`src/rtl/regfile_dumper.sv`:
```
// Debug read-out engine: walks the register file through a spare read port and
// streams HEADER, every register MSB-first, then an XOR checksum over a byte handshake.
module regfile_dumper #(
  parameter int unsigned NUM_REGS = 32,
  parameter int unsigned ADDR_W   = 5,
  parameter logic [7:0]  HEADER   = 8'hA5
) (
  input  logic              clk,
  input  logic              rst,
  input  logic              start,
  output logic              busy,
  output logic              done,
  output logic [ADDR_W-1:0] rd_addr,
  input  logic [31:0]       rd_data,
  output logic [7:0]        tx_data,
  output logic              tx_valid,
  input  logic              tx_ready
);

  typedef enum logic [2:0] {
    S_IDLE,
    S_HDR,
    S_LOAD,
    S_SEND,
    S_SUM
  } state_t;

  localparam logic [ADDR_W-1:0] LAST_IDX = ADDR_W'(NUM_REGS - 1);

  state_t            state_q;
  logic [ADDR_W-1:0] idx_q;
  logic [1:0]        byte_cnt_q;
  logic [31:0]       shift_q;
  logic [7:0]        csum_q;
  logic              busy_q;
  logic              done_q;
  logic              tx_valid_q;
  logic [7:0]        tx_data_q;
  logic              xfer;

  assign xfer     = tx_valid_q & tx_ready;
  assign busy     = busy_q;
  assign done     = done_q;
  assign tx_valid = tx_valid_q;
  assign tx_data  = tx_data_q;
  assign rd_addr  = idx_q;

  always_ff @(posedge clk or posedge rst) begin
    if (rst) begin
      state_q    <= S_IDLE;
      idx_q      <= '0;
      byte_cnt_q <= '0;
      shift_q    <= '0;
      csum_q     <= '0;
      busy_q     <= 1'b0;
      done_q     <= 1'b0;
      tx_valid_q <= 1'b0;
      tx_data_q  <= '0;
    end else begin
      done_q <= 1'b0;
      unique case (state_q)
        S_IDLE: begin
          idx_q  <= '0;
          csum_q <= '0;
          if (start) begin
            state_q    <= S_HDR;
            busy_q     <= 1'b1;
            tx_valid_q <= 1'b1;
            tx_data_q  <= HEADER;
          end
        end
        S_HDR: begin
          if (xfer) begin
            state_q    <= S_LOAD;
            tx_valid_q <= 1'b0;
          end
        end
        S_LOAD: begin
          // The first byte is presented straight from rd_data so SEND starts valid.
          shift_q    <= rd_data;
          byte_cnt_q <= '0;
          tx_data_q  <= rd_data[31:24];
          tx_valid_q <= 1'b1;
          state_q    <= S_SEND;
        end
        S_SEND: begin
          if (xfer) begin
            csum_q     <= csum_q ^ shift_q[31:24];
            shift_q    <= {shift_q[23:0], 8'h00};
            byte_cnt_q <= byte_cnt_q + 2'd1;
            if (byte_cnt_q != 2'd3) begin
              tx_data_q <= shift_q[23:16];
            end else if (idx_q == LAST_IDX) begin
              state_q   <= S_SUM;
              tx_data_q <= csum_q ^ shift_q[31:24];
            end else begin
              idx_q      <= idx_q + 1'b1;
              tx_valid_q <= 1'b0;
              state_q    <= S_LOAD;
            end
          end
        end
        S_SUM: begin
          if (xfer) begin
            state_q    <= S_IDLE;
            busy_q     <= 1'b0;
            done_q     <= 1'b1;
            tx_valid_q <= 1'b0;
            tx_data_q  <= '0;
            idx_q      <= '0;
            csum_q     <= '0;
          end
        end
        default: state_q <= S_IDLE;
      endcase
    end
  end

endmodule
```
`config.mk`:
```
export PLATFORM = sky130hd
export DESIGN_NAME = regfile_dumper
export DESIGN_NICKNAME = d
export VERILOG_FILES = /design/src/rtl/regfile_dumper.sv
export SDC_FILE = /design/constraint.sdc
export NUM_CORES = 1
export LEC_CHECK = 0
export CORE_MARGIN = 2
export CORE_UTILIZATION = 45
export DETAILED_ROUTE_END_ITERATION = 8
export HOLD_SLACK_MARGIN = 0.12
export PLACE_DENSITY = 0.78
export SLEW_MARGIN = 5
export SYNTH_ARGS = -nofsm -noshare
export SYNTH_HDL_FRONTEND = slang
export SYNTH_SLANG_ARGS = --single-unit
```
`constraint.sdc`:
```
create_clock -name clk -period 3.72 [get_ports clk]
set_input_delay 0.744 -clock clk [delete_from_list [all_inputs] [get_ports clk]]
set_output_delay 0.744 -clock clk [all_outputs]
set_load 0.02 [all_outputs]
```
# After elaboration in Yosys (flattened, before gate mapping)
# Cells that the tools add are included.
[op_classes]
addsub = 2
mul = 0
div = 0
n_lt_le_gt_ge = 0
n_eq_ne = 14
n_shift = 0
mux = 33
n_bitwise = 2
reduce_logical = 14
[ops]
columns = ["cell", "n"]
rows = [
  ["$pmux W32 S2", 1],
  ["$mux W8", 6],
  ["$mux W32", 1],
  ["$pmux W8 S4", 1],
  ["$pmux W8 S3", 1],
  ["$mux W5", 4],
  ["$mux W3", 6],
  ["$pmux W3 S5", 1],
  ["$pmux W5 S3", 1],
  ["$reduce_and A5 Y1", 3],
  ["$ne A2 B2 Y1 const B", 7],
  ["$reduce_bool A4 Y1", 2],
  ["$xor A8 B8 Y8", 1],
  ["$mux W1", 7],
  ["$eq A3 B2 Y1 const B", 2],
  ["$reduce_and A3 Y1", 2],
  ["$reduce_and A6 Y1", 1],
  ["$add A5 B1 Y5 const B", 1],
  ["$eq A5 B5 Y1 const B", 1],
  ["$pmux W1 S4", 1],
  ["$pmux W2 S2", 1],
  ["$reduce_bool A2 Y1", 2],
  ["$eq A3 B1 Y1 const B", 1],
  ["$eq A3 B3 Y1 const B", 1],
  ["other kinds (10)", 10],
]
[word_totals]
reg_bits = 61
latchBits = 0
ram_bits = 0
romBits = 0
out_inout_bits = 16
wordCells = 74
memories = 0

# Depth between registers and ports, before layout
[logic_depth]
word_depth = 5
ltp_mapped = 7
ltp_nobuf = 7

# Worst setup path before layout
# OpenSTA, ideal clock, no wires.
[synth_timing]
kind = "register to register"
startpoint = "register idx_q[0], in the netlist rd_addr[0]"
endpoint = "register tx_data_q[5], in the netlist tx_data[5]"
t_arrival_ps = 1905
t_required_ps = 3595
slack_ps = 1690
stages_incl_launch_ff = 8
path_buffers = 0
period_less_slack_ps = 2030
cell_sequence = "dfrtp_1 ha_1 and3_1 ha_1 nand2b_1 a22oi_2 o21ai_4 mux2_4"
[synth_via]
elab_chain_len = 3
[synth_lines]
columns = ["element", "line", "text"]
rows = [
  ["from (decl)", "31", "logic [ADDR_W-1:0] idx_q;"],
  ["from (signal assigned)", "97", "idx_q <= idx_q + 1'b1;"],
  ["$eq A5 B5 Y1", "93", "end else if (idx_q == LAST_IDX) begin"],
  ["$ne A3 B3 Y1 (no line)", "--", ""],
  ["$reduce_and A5 Y1 (no line)", "--", ""],
  ["to (signal assigned)", "82", "tx_data_q <= rd_data[31:24];"],
  ["to (signal assigned)", "92", "tx_data_q <= shift_q[23:16];"],
  ["to (signal assigned)", "95", "tx_data_q <= csum_q ^ shift_q[31:24];"],
  ["to (decl)", "38", "logic [7:0] tx_data_q;"],
]
# No other way between the ends.
# A chain may end at the register's enable or synchronous reset.

# Worst setup path after layout
[layout_timing]
startpoint = "register state_q[0]"
endpoint = "register csum_q[5]"
[layout_via]
elab_chain_len = 3
word_cells_on_any_way = 8
[layout_lines]
columns = ["element", "line", "text"]
rows = [
  ["from (decl)", "30", "state_t state_q;"],
  ["from (signal assigned)", "50", "state_q <= S_IDLE;"],
  ["from (signal assigned)", "66", "state_q <= S_HDR;"],
  ["from (signal assigned)", "74", "state_q <= S_LOAD;"],
  ["$eq A3 B2 Y1 (tied with other cells)", "61", "unique case (state_q)"],
  ["$ne A2 B2 Y1 (no line) / $reduce_bool A3 Y1 (equally long branches)", "--", ""],
  ["$reduce_and A3 Y1 (no line)", "--", ""],
  ["to (signal assigned)", "88", "csum_q <= csum_q ^ shift_q[31:24];"],
  ["to (decl)", "34", "logic [7:0] csum_q;"],
]
# Several ways; a longest one is shown, not always the timed one.

==> impl_metrics.csv <==
group,metric,value,unit
placed_design,gp_congestion,0.840,
logic_synthesis,syn_area,0.00305,sq mm
logic_synthesis,synth.top_cell.area_share,0.501,
logic_synthesis,synth.area.top_cells,"dfrtp_1 (50%), o21ai_0 (8.5%), mux2i_1 (6.6%)",
cells_and_area,drive_gt1_frac,0.0919,
run_status,status,"complete, no violations",
power_and_ir_drop,clkPwrFrac,0.225,
cells_and_area,design_area,0.00378,sq mm
cts,clock_sinks,61,
power_and_ir_drop,power.switching,0.905,mW
power_and_ir_drop,swShare,0.360,
logic_synthesis,synth-main-ff-cell,"dfrtp_1",
worst_setup_path,worst_ep_required_time,3.98,ns
sta,hold_ws,0.482,ns
cts,post_cts_buffers,0,
cts,clk_latency,0.34,ns
drt,routed_wl,6.66,mm
sta,tightest_slew,0.899,ns
flow_run,maxCapViolCount,0,
worst_setup_path,crit_slowest_cell,"dfrtp_1",
hold_path,hold_path_class,"reg2reg",
cts,hold_buffers,0,
drt,dr.pass1.iters,4,
cells_and_area,fillers,548,
cts,cts_root_buf,"clkbuf_8",
cells_and_area,area_growth,24.0,%
placed_design,placed_cell_area,0.00358,sq mm
hold_path,hold_end,"shift_q[8]",
global_routing,grt_max_degree,47,
die,core-area,0.00646,sq mm
power_and_ir_drop,pwr_density_cell,666,mW/mm^2
sta,finalMaxSlewViolations,0,
drt,antenna_left,0,
power_and_ir_drop,ir_worst_vdd,0.000324,V
worst_setup_path,end_kind,"flop",
sta,min_period,2.57,ns
cells_and_area,most-common-layout-cells,"dfrtp_1 (61), o21ai_0 (52), clkdlybuf4s50_1 (51), nand2_1 (37), mux2i_1 (20)",
die,start_util,0.472,
sta,relSlewSlack,0.400,
drt,drtIter0Drc,226,
cts,cts_max_level,3,
sta,finalCritPeriodShare,0.690,
logic_synthesis,ys_seq_area_frac,0.501,
die,die_area,0.00744,sq mm
worst_setup_path,timing.rr.start,"state_q[0]",
logic_synthesis,syn_nets,345,
global_routing,grt_pass1_vias,2301,
cts,clockBufferDepth,2,
drt,wl_per_cell,15.3,um
cts,cts_made_buffers,9,
worst_setup_path,arrival,2.82,ns
logic_synthesis,yosysWarnings,0,
cells_and_area,n_antenna_cell,0,
sta,rsz0062_at_grt,"false",
drt,drc,0,
worst_setup_path,start_kind,"flop",
cts,ctsResizeCount,0,
placed_design,dp_hpwl,4.56,mm
logic_synthesis,synthArstFlopShare,1.00,
die,die_x,86.3,um
global_routing,antenna_found_initial,0,
sta,finalClockSkew,0.00639,ns
cells_and_area,layout_commonest_cell,"dfrtp_1",
sta,setup_viol,0,
worst_setup_path,crit_type,"reg2reg",
die,io_pins,52,
logic_synthesis,synth_edf_count,0,
sta,timing.fmax,390,MHz
logic_synthesis,syn_inst,306,
global_routing,gr-total-overflow,0,
power_and_ir_drop,combPwrFrac,0.362,
worst_setup_path,r2r_end,"csum_q[5]",
global_routing,grt_pass1_wl,11.4,mm
cts,cts_tree,"done",
logic_synthesis,synth_area_leader_cell,"dfrtp_1",
cells_and_area,fin_util,0.585,
worst_setup_path,reg2reg_slack,1.15,ns
drt,vias_per_cell,5.62,
die,core.rowCount,29,
logic_synthesis,ys_ff_latch,61,
hold_path,hold_path_depth,2,
power_and_ir_drop,p_int,1.61,mW
power_and_ir_drop,seqPwrFrac,0.413,
logic_synthesis,netlist-cell-type-count,44,
placed_design,port_buffers,51,
sta,hold_viol,0,
global_routing,grt.total_usage,0.196,
hold_path,min_from,"shift_q[8]",
worst_setup_path,slowest_delay,0.93,ns
worst_setup_path,path_max_fanout,27,
worst_setup_path,rr_worst_depth,4,
logic_synthesis,synth_area_per_cell,9.95,sq um
cells_and_area,fin_nets,393,
drt,vias,2452,
power_and_ir_drop,power_leakage,1.57,nW
die,die_y,86.3,um
cts,clkTransAtPathRegs,0.07,ns
worst_setup_path,crit_path_cell_trace,"nand3b_1 > nor2_2 > nand2_1 > o21ai_1",
sta,setup_tns,0,ns
[worst max-delay path, delay by kind of cell (launching register included)]
family          cells  cell delay (ns)
flops               1             0.93
compound gates      1             0.14
simple gates        3             1.41
[synthesized netlist by cell type, types with 2 or more instances]
cell,instances
nor2_2,2
buf_2,7
nand4_1,3
ha_1,3
nor2_1,3
nand2_1,37
clkbuf_1,6
o21ai_0,52
xnor2_1,8
inv_1,9
o21ai_1,11
buf_6,2
a21oi_1,17
and3_1,2
a2bb2oi_1,3
nor2b_1,9
mux2i_1,20
buf_4,5
nor3_1,10
dfrtp_1,61
a22o_1,11
o21bai_1,2
o31ai_1,2
[sequential cells by signal, summed over array words and instances (netlist names), 2 cells and up]
| register | cells |
|---|---|
| state_q | 3 |
| byte_cnt_q | 2 |
| csum_q | 8 |
| tx_data | 8 |
| shift_q | 32 |
| rd_addr | 5 |
[worst max path at each step]
stage               startpoint           to  slack (ns)  depth (start not counted)
finish              state_q[0]    csum_q[5]        1.15                          4
global route        state_q[0]    csum_q[5]        0.98                          4
CTS                 state_q[0]    csum_q[5]        1.25                          4
detailed placement    tx_ready  shift_q[19]        1.09                          5
global placement      tx_ready  shift_q[21]        1.19                          5
floorplan                  rst         busy        1.46                          1
[logic make-up (layout without fill, tap and decap cells)]
kind of cell | count (synthesis) | count (layout) | share of synthesized area
compound gates | 109 | 109 | 0.217
xor+xnor | 8 | 8 | 0.0230
fa+ha+maj | 3 | 3 | 0.0123
buf+inv | 29 | 82 | 0.0497
flops | 61 | 61 | 0.501
mux | 22 | 22 | 0.0744
simple gates | 74 | 74 | 0.122
[through the flow]
stage          std cells  total power [mW]  setup slack, ns
2_1_floorplan        306              1.65             1.46
3_3_place_gp         420              1.93             1.19
3_5_place_dp         420              1.95             1.09
4_1_cts              436              2.53             1.25
5_1_grt              436              2.69            0.978
6_report             436              2.51             1.15
[area by class of cell]
cell class,count,area (sq um),share of cell area
clock inverter,3,17.5,0.00464
clock buffer,13,179,0.0474
inverter,9,33.8,0.00895
timing repair buffer,57,556,0.147
multi-input combinational,216,1370,0.362
sequential,61,1530,0.404
tap,77,96.3,0.0255
[power groups by stage]
stage	registers, mW	logic [mW]	clock network, mW
3_5_place_dp	1.04	0.910	0
6_report	1.04	0.910	0.566
3_3_place_gp	1.04	0.890	0
2_1_floorplan	1.07	0.584	0
4_1_cts	1.03	0.913	0.578
5_1_grt	1.07	1.01	0.611
[layer usage]
metal,wire length [um],vias up,GRT usage,share of wire
li1,-,1190,-,-
met1,3000,1181,0.275,0.45
met2,3150,70,0.295,0.47
met3,387,11,0.0524,0.058
met4,125,0,0.0682,0.019
met5,0,-,0,0
Power figures use the tool's default switching activity.
